[config.mk]
export PLATFORM = sky130hd
export DESIGN_NAME = fan_ctrl_pipe
export DESIGN_NICKNAME = d
export VERILOG_FILES = /design/src/rtl/fan_pkg.sv /design/src/rtl/fan_node_dec.sv /design/src/rtl/fan_ctrl_pipe.sv
export SDC_FILE = /design/constraint.sdc
export NUM_CORES = 1
export LEC_CHECK = 0
export BUFFER_PORTS_ARGS = -buffer_cell sky130_fd_sc_hd__buf_4
export CORE_MARGIN = 2
export CORE_UTILIZATION = 61
export DETAILED_ROUTE_END_ITERATION = 16
export GPL_TIMING_DRIVEN = 0
export HOLD_SLACK_MARGIN = 0.05
export MAX_ROUTING_LAYER = met4
export PLACE_DENSITY = 0.9
export SLEW_MARGIN = 25
export SYNTH_ARGS = -nofsm -noshare
export SYNTH_HDL_FRONTEND = slang
export SYNTH_SLANG_ARGS = --single-unit
[constraint.sdc]
create_clock -name clk -period 6.1 [get_ports clk]
set_input_delay 1.83 -clock clk [delete_from_list [all_inputs] [get_ports clk]]
set_output_delay 1.83 -clock clk [all_outputs]
set_load 0.01 [all_outputs]
[src/rtl/fan_pkg.sv]
// Shared constants and tree-geometry helpers for the forwarding adder network controller.
package fan_pkg;

  localparam logic [2:0] FAN_CMD_IDLE  = 3'b000;
  localparam logic [2:0] FAN_CMD_FWD   = 3'b001;
  localparam logic [2:0] FAN_CMD_DONE  = 3'b010;
  localparam logic [2:0] FAN_CMD_LDONE = 3'b011;
  localparam logic [2:0] FAN_CMD_RDONE = 3'b100;
  localparam logic [2:0] FAN_CMD_BDONE = 3'b101;

  typedef struct packed {
    int lo;
    int mid;
    int hi;
  } node_bounds_t;

  // First flat adder index used by tree level l.
  function automatic int off_lvl(input int l, input int num_pes);
    return num_pes - (num_pes >> l);
  endfunction

  function automatic node_bounds_t node_bounds(input int l, input int x);
    node_bounds_t b;
    b.lo  = x << (l + 1);
    b.mid = b.lo + (1 << l);
    b.hi  = b.lo + (2 << l) - 1;
    return b;
  endfunction

endpackage

[src/rtl/fan_node_dec.sv]
// Combinational add-enable / command decode for one adder node (LVL, IDX) of the tree.
module fan_node_dec
  import fan_pkg::*;
#(
  parameter int NUM_PES  = 8,
  parameter int LOG2_PES = 3,
  parameter int LVL      = 0,
  parameter int IDX      = 0
) (
  input  logic [NUM_PES*LOG2_PES-1:0] vn,
  output logic                        add,
  output logic [2:0]                  cmd
);

  localparam node_bounds_t NB = node_bounds(LVL, IDX);
  localparam int LO  = NB.lo;
  localparam int MID = NB.mid;
  localparam int HI  = NB.hi;
  localparam bit HAS_LN = (LO != 0);
  localparam bit HAS_RN = (HI != NUM_PES - 1);
  // Neighbour indices are clamped so edge nodes never select outside vn.
  localparam int LN = HAS_LN ? LO - 1 : LO;
  localparam int RN = HAS_RN ? HI + 1 : HI;

  logic [LOG2_PES-1:0] id_ln;
  logic [LOG2_PES-1:0] id_mm1;
  logic [LOG2_PES-1:0] id_mid;
  logic [LOG2_PES-1:0] id_rn;
  logic                enclosed;
  logic [2:0]          leaf_cmd;
  logic                unused_bits;

  assign id_ln  = vn[LN*LOG2_PES +: LOG2_PES];
  assign id_mm1 = vn[(MID-1)*LOG2_PES +: LOG2_PES];
  assign id_mid = vn[MID*LOG2_PES +: LOG2_PES];
  assign id_rn  = vn[RN*LOG2_PES +: LOG2_PES];
  assign unused_bits = ^vn;

  if (LVL == 0) begin : g_leaf
    logic [LOG2_PES-1:0] id_lo;
    logic [LOG2_PES-1:0] id_hi;
    logic                lo_single;
    logic                hi_single;

    assign id_lo     = vn[LO*LOG2_PES +: LOG2_PES];
    assign id_hi     = vn[HI*LOG2_PES +: LOG2_PES];
    assign lo_single = !HAS_LN || (id_ln != id_lo);
    assign hi_single = !HAS_RN || (id_rn != id_hi);

    always_comb begin
      case ({lo_single, hi_single})
        2'b11:   leaf_cmd = FAN_CMD_BDONE;
        2'b10:   leaf_cmd = FAN_CMD_LDONE;
        2'b01:   leaf_cmd = FAN_CMD_RDONE;
        default: leaf_cmd = FAN_CMD_IDLE;
      endcase
    end
  end else begin : g_inner
    assign leaf_cmd = FAN_CMD_IDLE;
  end

  always_comb begin
    add      = (id_mm1 == id_mid);
    enclosed = (!HAS_LN || (id_ln != id_mid)) && (!HAS_RN || (id_rn != id_mid));
    cmd      = FAN_CMD_IDLE;
    if (add) begin
      cmd = enclosed ? FAN_CMD_DONE : FAN_CMD_FWD;
    end else begin
      cmd = leaf_cmd;
    end
  end

endmodule

[src/rtl/fan_ctrl_pipe.sv]
// FAN controller: VN delay line, per-node decode, diagonally staged per-level control and valid.
module fan_ctrl_pipe
  import fan_pkg::*;
#(
  parameter int NUM_PES  = 8,
  parameter int LOG2_PES = 3,
  parameter int VN_DLY   = 2
) (
  input  logic                        clk,
  input  logic                        rst,
  input  logic [NUM_PES*LOG2_PES-1:0] i_vn,
  input  logic                        i_stationary,
  input  logic                        i_data_valid,
  input  logic                        i_stall,
  output logic [NUM_PES-2:0]          o_reduction_add,
  output logic [3*(NUM_PES-1)-1:0]    o_reduction_cmd,
  output logic                        o_reduction_valid,
  output logic [LOG2_PES:0]           o_num_vn
);

  localparam int VW = NUM_PES * LOG2_PES;
  localparam logic [LOG2_PES:0] CNT_ONE = 1;

  logic                     accept;
  logic [VW-1:0]            vn_dly [VN_DLY];
  logic [VN_DLY-1:0]        v_dly;
  logic [VW-1:0]            dec_vn;
  logic                     dec_v;
  logic [NUM_PES-2:0]       dec_add;
  logic [3*(NUM_PES-1)-1:0] dec_cmd;
  logic [LOG2_PES:0]        vn_cnt;
  logic [LOG2_PES:0]        num_vn_q;
  logic [LOG2_PES:0]        vld_q;

  assign accept = i_data_valid && !i_stationary && !i_stall;

  always_ff @(posedge clk or posedge rst) begin
    if (rst) begin
      for (int i = 0; i < VN_DLY; i++) vn_dly[i] <= '0;
      v_dly <= '0;
    end else if (!i_stall) begin
      vn_dly[0] <= i_vn;
      v_dly[0]  <= accept;
      for (int i = 1; i < VN_DLY; i++) begin
        vn_dly[i] <= vn_dly[i-1];
        v_dly[i]  <= v_dly[i-1];
      end
    end
  end

  assign dec_vn = vn_dly[VN_DLY-1];
  assign dec_v  = v_dly[VN_DLY-1];

  always_comb begin
    vn_cnt = CNT_ONE;
    for (int p = 0; p < NUM_PES - 1; p++) begin
      if (dec_vn[p*LOG2_PES +: LOG2_PES] != dec_vn[(p+1)*LOG2_PES +: LOG2_PES]) begin
        vn_cnt = vn_cnt + CNT_ONE;
      end
    end
  end

  // Level l gets l+1 stages so its control meets the data one level per cycle later.
  for (genvar l = 0; l < LOG2_PES; l++) begin : g_lvl
    localparam int W   = NUM_PES >> (l + 1);
    localparam int OFF = off_lvl(l, NUM_PES);
    localparam int D   = l + 1;

    logic [W-1:0]   add_q [D];
    logic [3*W-1:0] cmd_q [D];

    for (genvar x = 0; x < W; x++) begin : g_node
      fan_node_dec #(
        .NUM_PES (NUM_PES),
        .LOG2_PES(LOG2_PES),
        .LVL     (l),
        .IDX     (x)
      ) u_dec (
        .vn (dec_vn),
        .add(dec_add[OFF+x]),
        .cmd(dec_cmd[3*(OFF+x) +: 3])
      );
    end

    always_ff @(posedge clk or posedge rst) begin
      if (rst) begin
        for (int k = 0; k < D; k++) begin
          add_q[k] <= '0;
          cmd_q[k] <= '0;
        end
      end else if (!i_stall) begin
        add_q[0] <= dec_v ? dec_add[OFF +: W] : '0;
        cmd_q[0] <= dec_v ? dec_cmd[3*OFF +: 3*W] : '0;
        for (int k = 1; k < D; k++) begin
          add_q[k] <= add_q[k-1];
          cmd_q[k] <= cmd_q[k-1];
        end
      end
    end

    assign o_reduction_add[OFF +: W]     = add_q[D-1];
    assign o_reduction_cmd[3*OFF +: 3*W] = cmd_q[D-1];
  end

  always_ff @(posedge clk or posedge rst) begin
    if (rst) begin
      num_vn_q <= '0;
      vld_q    <= '0;
    end else if (!i_stall) begin
      num_vn_q <= dec_v ? vn_cnt : '0;
      vld_q    <= {vld_q[LOG2_PES-1:0], dec_v};
    end
  end

  assign o_num_vn          = num_vn_q;
  assign o_reduction_valid = vld_q[LOG2_PES];

endmodule

==> results of run 1 <==
==> worst max-delay path, delay by kind of cell, from the launching register on <==
| family | cells | cell delay (ns) |
|---|---|---|
| and+or+nand+nor | 2 | 0.29 |
| adders and majority gates | 3 | 0.99 |
| buffers and inverters | 2 | 0.32 |
| AOI/OAI and AO/OA | 2 | 0.50 |
| DFF | 1 | 0.36 |
| xor gates and xnor gates | 5 | 1.02 |
==> path summary, 6_finish.rpt <==
check                                     end  slack [ns]  cells past startpoint
setup / recovery                  o_num_vn[2]        2.52                     14
min in group asynchronous  o_reduction_add[5]        1.49                      2
setup reg to reg                  o_num_vn[2]        2.52                     14
max in group asynchronous           dec_vn[5]        4.01                      3
hold reg to reg             g_lvl[0].add_q[1]        0.49                      2
hold / removal              g_lvl[0].add_q[1]        0.49                      2
==> routing by layer <==
layer | wire length, um | GRT usage
met1 | 3660 | 0.314
met2 | 4220 | 0.397
met3 | 440 | 0.0603
met4 | 147 | 0.0769
met5 | 0 | -
==> cell type report <==
| type | instances | area [sq um] | area share |
|---|---|---|---|
| plain buffers | 32 | 205 | 0.0407 |
| clock buffers | 12 | 135 | 0.0268 |
| clock inverters | 3 | 18.8 | 0.00372 |
| inverters | 7 | 28.8 | 0.00570 |
| multi-input cells | 227 | 1860 | 0.368 |
| flip-flops and latches | 89 | 2230 | 0.441 |
| well taps | 96 | 120 | 0.0238 |
| repair buffers | 58 | 455 | 0.0903 |
==> synth_stat cells, drive strengths merged <==
cell     n
nor3     2
and2     2
nand3   11
a21o     1
a32oi    1
o31ai    4
o21ai   16
xnor2   31
a311oi   1
nand4    6
clkbuf  12
dfrtp   89
a22o     3
o211a    1
a31o     1
nor2b    1
conb     1
inv      7
ha       7
xor2    14
a31oi    5
mux2i    2
fa       1
nor4b    1
a32o     4
o211ai   1
o21bai   1
or4b     1
o221a    1
a21oi    3
nand2   37
buf     20
and3     3
mux2    60
nor4     1
==> report_power, final <==
part	switching [mW]	leakage [nW]	internal, mW
clock	0.194	0.0802	0.146
sequential	0.0597	1.12	0.665
combinational	0.310	1.14	0.310
==> through the flow <==
stage / power, mW / hold WS, ns / utilization / std cells / setup WS (ns)
6_report: 1.68 / 0.487 / 0.743 / 524 / 2.52
5_1_grt: 1.79 / 0.506 / 0.743 / 524 / 2.21
4_1_cts: 1.69 / 0.492 / 0.743 / 524 / 2.55
3_5_place_dp: 1.35 / 0.475 / 0.720 / 509 / 2.58
3_3_place_gp: 1.32 / 0.463 / 0.716 / 508 / 1.13
2_1_floorplan: 1.19 / 0.446 / - / 355 / 1.96
==> logic make-up (layout without fill, tap and decap cells) <==
| kind of cell | count (synthesis) | in the layout | share of synthesized area |
|---|---|---|---|
| muxes | 62 | 62 | 0.162 |
| AOI/OAI and AO/OA | 43 | 43 | 0.0742 |
| buffers and inverters | 39 | 112 | 0.0538 |
| other | 1 | 4 | 0.000872 |
| xor gates and xnor gates | 45 | 45 | 0.0933 |
| DFF | 89 | 89 | 0.518 |
| adders and majority gates | 8 | 8 | 0.0250 |
| and+or+nand+nor | 65 | 65 | 0.0736 |
==> state kept, by name (all words and copies together), names as in the netlist <==
register         cells
dec_vn              24
vn_dly              24
g_lvl.cmd_q         18
g_lvl.add_q          6
o_reduction_cmd      5
o_num_vn             4
vld_q                4
o_reduction_add      2
v_dly                2
==> flow_summary.yaml, run 1 <==
status:
  outcome: "complete, no violations"
final_layout:
  area_growth_pct: 17.3
  post_route_cells_drive_above_1_share: 0.371
  final_nets: 461
  final_cell_mix: "89 x sky130_fd_sc_hd__dfrtp_1, 69 x sky130_fd_sc_hd__buf_4, 60 x sky130_fd_sc_hd__mux2_2"
  insertedDiodeCount: 0
  fin_area_sq_mm: 0.00505
  fillers: 448
  final_common_cell: "sky130_fd_sc_hd__dfrtp_1"
run:
  maxCapViolations: 0
sta:
  final.setup.tns_ns: 0
  setup_violation_total_in_the_final_timing_report: 0
  max_slew.worst_pin.slew_ns: 0.741
  layout_min_cycle_time_ns: 3.58
  period_share: 0.587
  worst_slew_margin: 0.506
  fin_skew_ns: 0.0126
  final-hold-violation-count: 0
  report.final.slew_viol_count: 0
  max_freq_mhz: 279
  grt_setup_unrepaired: "false"
detailed_routing:
  dr.first_iter.drc_count: 174
  postRouteWirelength_um: 8470
  wl_per_cell_um: 16.2
  via_per_inst: 5.46
  ant_nets: 0
  vias: 2860
  route.detailed.drc: 0
  drt-pass1-iter-count: 5
min_path:
  hold_start: "g_lvl[0].add_q[1]"
  hold_class: "flop to flop"
critical_path:
  cp-start-kind: "flop"
  path_class: "flop to flop"
  critical_path.endpoint_type: "flop"
  critical_path_cell_sequence: "buf_2 > xnor2_1 > nand3_1 > inv_1 > fa_1 > xnor2_2 > ha_1 > xnor2_1 > o221a_2 > ha_1 > nand2_1 > xnor2_1 > xnor2_1 > a31o_2"
  cp.arrival_ns: 3.85
  slowest_stage: "sky130_fd_sc_hd__fa_1"
  crit_path_max_fanout: 5
  most_frequent_cell_on_the_critical_path: "sky130_fd_sc_hd__xnor2_1"
  required_time_of_the_critical_path_ns: 6.37
  worst_setup_path_startpoint: "dec_vn[8]"
  worstReg2RegStart: "dec_vn[8]"
  critical_path.max_stage_delay_ns: 0.54
yosys:
  top_cell_type_by_total_area_after_synthesis: "sky130_fd_sc_hd__dfrtp_1"
  synth.area.top_cells: "sky130_fd_sc_hd__dfrtp_1 52%, sky130_fd_sc_hd__mux2_2 16%, sky130_fd_sc_hd__xnor2_1 6.1%"
  register_area_share_after_synthesis: 0.518
  syn_inst: 352
  synthesis.yosys.warnings: 0
  syn_area_sq_mm: 0.00430
  synth_cell_types: 42
  synth-seq-cells: 89
  syn-mean-instance-area_sq_um: 12.2
  yosysTopAreaCellShare: 0.518
die:
  die_width_um: 88.0
  row_count: 30
  core_sq_mm: 0.00679
  initial_utilization: 0.633
  pin_count: 62
  die_area_sq_mm: 0.00774
  die_y_um: 88.0
clock_tree:
  clk_transition_reported_paths_ns: 0.09
  cts_sinks: 89
  clock_buffer_count_from_cts: 9
  cts_hold_buf: 0
  post_cts_resized: 0
  tritoncts: "built"
  clock_tree.buffer_depth: 2
  post_cts_setup_repair_buffer_count: 0
  worstSkewPairLatency_ns: 0.37
  ctsHtreeMaxLevel: 3
  cts_root_buffer: "sky130_fd_sc_hd__clkbuf_8"
grt:
  remaining_global_route_overflow: 0
  grt_first_pass_wirelength_um: 14000
  gr-usage-all-layers: 0.248
  grt_start_max_net_pins: 52
  number_of_antenna_violations_at_the_first_check_in_global_routing: 0
  first_global_vias: 2910
placed_design:
  placement.io_buffers: 57
  postPlaceCellArea_sq_mm: 0.00489
  detailedPlacementHpwl_um: 6300
  routabilityCongestion: 0.879
power:
  power-per-cell-area_mw_per_mm2: 334
  vdd_ir_drop_max_v: 0.000169
  leakagePower_nw: 2.34
(Power assumes the default switching activity.)
==> run 2: changes to the inputs <==
--- a/config.mk
+++ b/config.mk
@@ -7,12 +7,12 @@
 export LEC_CHECK = 0
 export BUFFER_PORTS_ARGS = -buffer_cell sky130_fd_sc_hd__buf_4
 export CORE_MARGIN = 2
-export CORE_UTILIZATION = 61
+export CORE_UTILIZATION = 57
 export DETAILED_ROUTE_END_ITERATION = 16
 export GPL_TIMING_DRIVEN = 0
 export HOLD_SLACK_MARGIN = 0.05
 export MAX_ROUTING_LAYER = met4
-export PLACE_DENSITY = 0.9
+export PLACE_DENSITY = 0.86
 export SLEW_MARGIN = 25
 export SYNTH_ARGS = -nofsm -noshare
 export SYNTH_HDL_FRONTEND = slang
==> constraint.sdc (replaced) <==
create_clock -name clk -period 3.5 [get_ports clk]
set_input_delay 1.05 -clock clk [delete_from_list [all_inputs] [get_ports clk]]
set_output_delay 1.05 -clock clk [all_outputs]
set_load 0.01 [all_outputs]
==> flow_summary.yaml, run 2 (synthesis results as in run 1) <==
status:
  outcome: "complete, no violations"
critical_path:
  slowest_stage: "sky130_fd_sc_hd__fa_1"
  critical_path_cell_sequence: "buf_2 > xnor2_2 > nand3_2 > inv_1 > fa_1 > xnor2_2 > ha_1 > xnor2_1 > o221a_2 > ha_1 > nand2_1 > xnor2_1 > xnor2_1 > a31o_2"
  most_frequent_cell_on_the_critical_path: "sky130_fd_sc_hd__xnor2_1"
  crit_path_max_fanout: 5
  cp-start-kind: "flop"
  critical_path.max_stage_delay_ns: 0.52
  crit_family: "adder cells"
  critical_path.endpoint_type: "flop"
  cp.arrival_ns: 3.56
  sum_of_buffers_and_inverters_on_the_critical_path: 2
  path_class: "flop to flop"
  required_time_of_the_critical_path_ns: 3.75
clock_tree:
  tritoncts: "built"
  cts_root_buffer: "sky130_fd_sc_hd__clkbuf_8"
  clock_buffer_count_from_cts: 9
  cts_sinks: 89
  clock_tree.buffer_depth: 2
  ctsHtreeMaxLevel: 3
  cts_hold_buf: 0
  clk_transition_reported_paths_ns: 0.09
  worstSkewPairLatency_ns: 0.36
run:
  maxCapViolations: 0
grt:
  grt_first_pass_wirelength_um: 13800
  first_global_vias: 2866
  gr-usage-all-layers: 0.220
  grt_start_max_net_pins: 52
  remaining_global_route_overflow: 0
  number_of_antenna_violations_at_the_first_check_in_global_routing: 0
die:
  initial_utilization: 0.590
  row_count: 31
  core_sq_mm: 0.00729
  die_width_um: 90.9
  pin_count: 62
  die_area_sq_mm: 0.00826
  die_y_um: 90.9
placed_design:
  dp_slack_ns: -0.00574
  postPlaceCellArea_sq_mm: 0.00490
  dpl.cell_count: 512
  routabilityCongestion: 0.893
  placement.io_buffers: 57
  detailedPlacementHpwl_um: 6210
final_layout:
  final_nets: 462
  final_cell_mix: "89 x sky130_fd_sc_hd__dfrtp_1, 70 x sky130_fd_sc_hd__buf_4, 60 x sky130_fd_sc_hd__mux2_2"
  fin_area_sq_mm: 0.00513
  instances_no_fill: 529
  post_route_cells_drive_above_1_share: 0.393
  insertedDiodeCount: 0
  final_common_cell: "sky130_fd_sc_hd__dfrtp_1"
  area_growth_pct: 19.2
sta:
  period_share: 0.947
  holdWs_ns: 0.492
  max_freq_mhz: 302
  max_slew.worst_pin.slew_ns: 0.735
  fin_skew_ns: 0.0116
  setup_violation_total_in_the_final_timing_report: 0
  worst_slew_margin: 0.510
  report.final.slew_viol_count: 0
  layout_min_cycle_time_ns: 3.31
  layout_setup_ws_ns: 0.186
  final-hold-violation-count: 0
  grt_setup_unrepaired: "false"
detailed_routing:
  route.detailed.drc: 0
  dr.first_iter.drc_count: 153
  drt-pass1-iter-count: 4
  ant_nets: 0
  vias: 2875
  postRouteWirelength_um: 8280
  wl_per_cell_um: 15.6
  via_per_inst: 5.43
power:
  power-per-cell-area_mw_per_mm2: 593
  leakagePower_nw: 2.38
  vdd_ir_drop_max_v: 0.000301
  post-layout-total-power_mw: 3.04
min_path:
  hold_class: "flop to flop"
-- run 2: final cells by class --
cell class | instances | area [sq um]
inverter | 7 | 28.8
clock inverter | 5 | 56.3
multi-input combinational | 227 | 1890
clock buffer | 11 | 131
timing repair buffer | 59 | 463
tap | 99 | 124
sequential | 89 | 2230
buffer | 32 | 205
fill | 542 | 2160
-- run 2: timing repair --
item / CTS / global route
resized for setup: 2 / 5
buffers inserted: 0 / 1
pin swaps: 0 / 1
setup endpoints to repair: 1 / 2
-- run 2: worst paths after layout --
| kind | from | to | slack (ns) | depth (start not counted) |
|---|---|---|---|---|
| min reg2reg | g_lvl[0].cmd_q[7] | g_lvl[0].cmd_q[7] | 0.49 | 1 |
| max reg2reg | dec_vn[6] | o_num_vn[2] | 0.19 | 14 |
| max | dec_vn[6] | o_num_vn[2] | 0.19 | 14 |
| min | g_lvl[0].cmd_q[7] | g_lvl[0].cmd_q[7] | 0.49 | 1 |
| max in group asynchronous | rst | o_reduction_cmd[12] | 2.17 | 3 |
| min in group asynchronous | rst | o_reduction_cmd[13] | 0.72 | 2 |
-- run 2: per-layer routing --
layer	global-route usage	vias up	share of wire
met5	-	-	0
met4	0.0581	0	0.013
met3	0.0534	10	0.045
met2	0.360	80	0.50
met1	0.276	1439	0.44
li1	-	1346	-
-- run 2: stage by stage --
step,setup TNS (ns),util
floorplan,0,-
global placement,-63.15,0.667
detailed placement,-0.00574,0.671
CTS,0,0.698
global route,0,0.703
finish,0,0.703
-- run 2: where the power goes --
group	internal, mW	switching (mW)
combinational	0.561	0.545
sequential	1.16	0.103
clock	0.329	0.344
==> run 3: changes to the inputs <==
--- a/config.mk
+++ b/config.mk
@@ -6,13 +6,14 @@
 export NUM_CORES = 1
 export LEC_CHECK = 0
 export BUFFER_PORTS_ARGS = -buffer_cell sky130_fd_sc_hd__buf_4
-export CORE_MARGIN = 2
+export CORE_MARGIN = 4
 export CORE_UTILIZATION = 57
 export DETAILED_ROUTE_END_ITERATION = 16
 export GPL_TIMING_DRIVEN = 0
 export HOLD_SLACK_MARGIN = 0.05
 export MAX_ROUTING_LAYER = met4
-export PLACE_DENSITY = 0.86
+export PLACE_DENSITY = 0.82
+export SETUP_SLACK_MARGIN = 0.2
 export SLEW_MARGIN = 25
 export SYNTH_ARGS = -nofsm -noshare
 export SYNTH_HDL_FRONTEND = slang
==> flow_summary.yaml, run 3 (synthesis results as in run 1) <==
clock_tree:
  cts_root_buffer: "sky130_fd_sc_hd__clkbuf_8"
  clock_buffer_count_from_cts: 9
  clk_transition_reported_paths_ns: 0.08
  worstSkewPairLatency_ns: 0.36
  cts_hold_buf: 0
  clock_tree.buffer_depth: 2
  tritoncts: "built"
  ctsHtreeMaxLevel: 3
  cts_sinks: 89
critical_path:
  cp.arrival_ns: 3.48
  path_class: "flop to flop"
  critical_path_cell_sequence: "buf_2 > xnor2_1 > nand3_2 > inv_4 > fa_2 > xnor2_2 > ha_1 > xnor2_1 > o221a_2 > ha_1 > nand2_1 > xnor2_1 > xnor2_1 > a31o_2"
  crit_path_max_fanout: 5
  required_time_of_the_critical_path_ns: 3.75
  crit_family: "adder cells"
  sum_of_buffers_and_inverters_on_the_critical_path: 2
  worst_setup_path_startpoint: "dec_vn[6]"
  most_frequent_cell_on_the_critical_path: "sky130_fd_sc_hd__xnor2_1"
  worstReg2RegStart: "dec_vn[6]"
  path_depth: 14
  slowest_stage: "sky130_fd_sc_hd__fa_2"
  worstRegToRegCells: 14
  cp-start-kind: "flop"
  critical_path.endpoint_type: "flop"
  critical_path.max_stage_delay_ns: 0.49
grt:
  remaining_global_route_overflow: 0
  met1_usage: 0.263
  gr-usage-all-layers: 0.212
  gr-usage-met2: 0.345
  global_route.usage.met3: 0.0518
  grt_start_max_net_pins: 34
  grt_first_pass_wirelength_um: 14200
  first_global_vias: 2905
  grt.busiest_layer: "met2"
  number_of_antenna_violations_at_the_first_check_in_global_routing: 0
detailed_routing:
  ant_nets: 0
  drt-pass1-iter-count: 6
  wl_per_cell_um: 17.0
  route.detailed.drc: 0
  dr.first_iter.drc_count: 146
  postRouteWirelength_um: 9150
  via_per_inst: 5.56
  vias: 2993
power:
  leakagePower_nw: 2.44
  vdd_ir_drop_max_v: 0.000352
  power-per-cell-area_mw_per_mm2: 612
  post-layout-total-power_mw: 3.24
final_layout:
  area_growth_pct: 23.0
  final_common_cell: "sky130_fd_sc_hd__dfrtp_1"
  final_cell_mix: "88 x sky130_fd_sc_hd__dfrtp_1, 79 x sky130_fd_sc_hd__buf_4, 60 x sky130_fd_sc_hd__mux2_2"
  insertedDiodeCount: 0
  post_route_cells_drive_above_1_share: 0.424
  final_nets: 471
  fillers: 499
sta:
  report.final.slew_viol_count: 0
  fin_skew_ns: 0.0149
  final.setup.tns_ns: 0
  worst_slew_margin: 0.504
  max_freq_mhz: 310
  setup_violation_total_in_the_final_timing_report: 0
  max_slew.worst_pin.slew_ns: 0.744
  grt_setup_unrepaired: "false"
  final-hold-violation-count: 0
  layout_min_cycle_time_ns: 3.23
  period_share: 0.922
die:
  initial_utilization: 0.590
  pin_count: 62
  die_area_sq_mm: 0.00900
  row_count: 31
  core_sq_mm: 0.00729
  die_width_um: 94.9
  die_y_um: 94.9
min_path:
  hold_start: "g_lvl[1].add_q[2]"
  hold_class: "flop to flop"
  number_of_cells_on_the_worst_hold_path: 2
placed_design:
  placement.io_buffers: 57
  routabilityCongestion: 0.881
  detailedPlacementHpwl_um: 6290
run:
  maxCapViolations: 0
status:
  outcome: "complete, no violations"
run 3: cell types whose count changed in the layout (fill, tap and decap cells not counted), sizes merged:
cell / change
buf: +9
clkbuf: +1
inv: -1
run 3: power by group:
part	switching [mW]	internal [mW]	leakage [nW]
sequential	0.105	1.16	1.12
clock	0.362	0.352	0.101
combinational	0.622	0.641	1.22
run 3: timing repair:
item                       CTS  global route
resized for setup            8            14
buffers inserted             1             8
setup endpoints to repair    3             2
pin swaps                    1             8
run 3: final timing paths:
check,slack (ns),endpoint
worst max register to register,0.27,o_num_vn[2]
worst min register to register,0.48,g_lvl[1].add_q[2]
worst max-delay path,0.27,o_num_vn[2]
min in group asynchronous,0.79,g_lvl[0].cmd_q[4]
max in group asynchronous,2.13,g_lvl[0].cmd_q[10]
worst min-delay path,0.48,g_lvl[1].add_q[2]
run 3: layer usage:
metal  share of wire  routed length (um)
met5               0                   0
met4           0.019                 171
met3           0.064                 586
met2            0.50                4600
met1            0.41                3790
run 3: final cells by class:
type | instances | area, sq um | share of cell area
Sequential cell | 89 | 2230 | 0.421
Tap cell | 99 | 124 | 0.0234
Multi-Input combinational cell | 227 | 1970 | 0.372
Clock inverter | 4 | 52.6 | 0.00993
Buffer | 32 | 208 | 0.0392
Timing Repair Buffer | 68 | 536 | 0.101
Clock buffer | 12 | 145 | 0.0274
Inverter | 7 | 32.5 | 0.00615
run 3: stage by stage:
stage / instances / hold slack, ns / instance area (sq um) / setup slack (ns) / utilization
finish: 538 / 0.481 / 5290 / 0.273 / 0.726
floorplan: 355 / 0.446 / 4320 / 0.276 / -
global placement: 511 / 0.459 / 4870 / 0.0666 / 0.668
detailed placement: 513 / 0.472 / 4910 / -0.0296 / 0.673
global route: 538 / 0.514 / 5290 / 0.152 / 0.726
CTS: 530 / 0.491 / 5150 / 0.211 / 0.707
run 3: worst min-delay path, delay by kind of cell, from the launching register on:
| family | cells | cell delay (ns) |
|---|---|---|
| AOI/OAI and AO/OA | 1 | 0.06 |
| DFF | 1 | 0.35 |
| and+or+nand+nor | 1 | 0.04 |
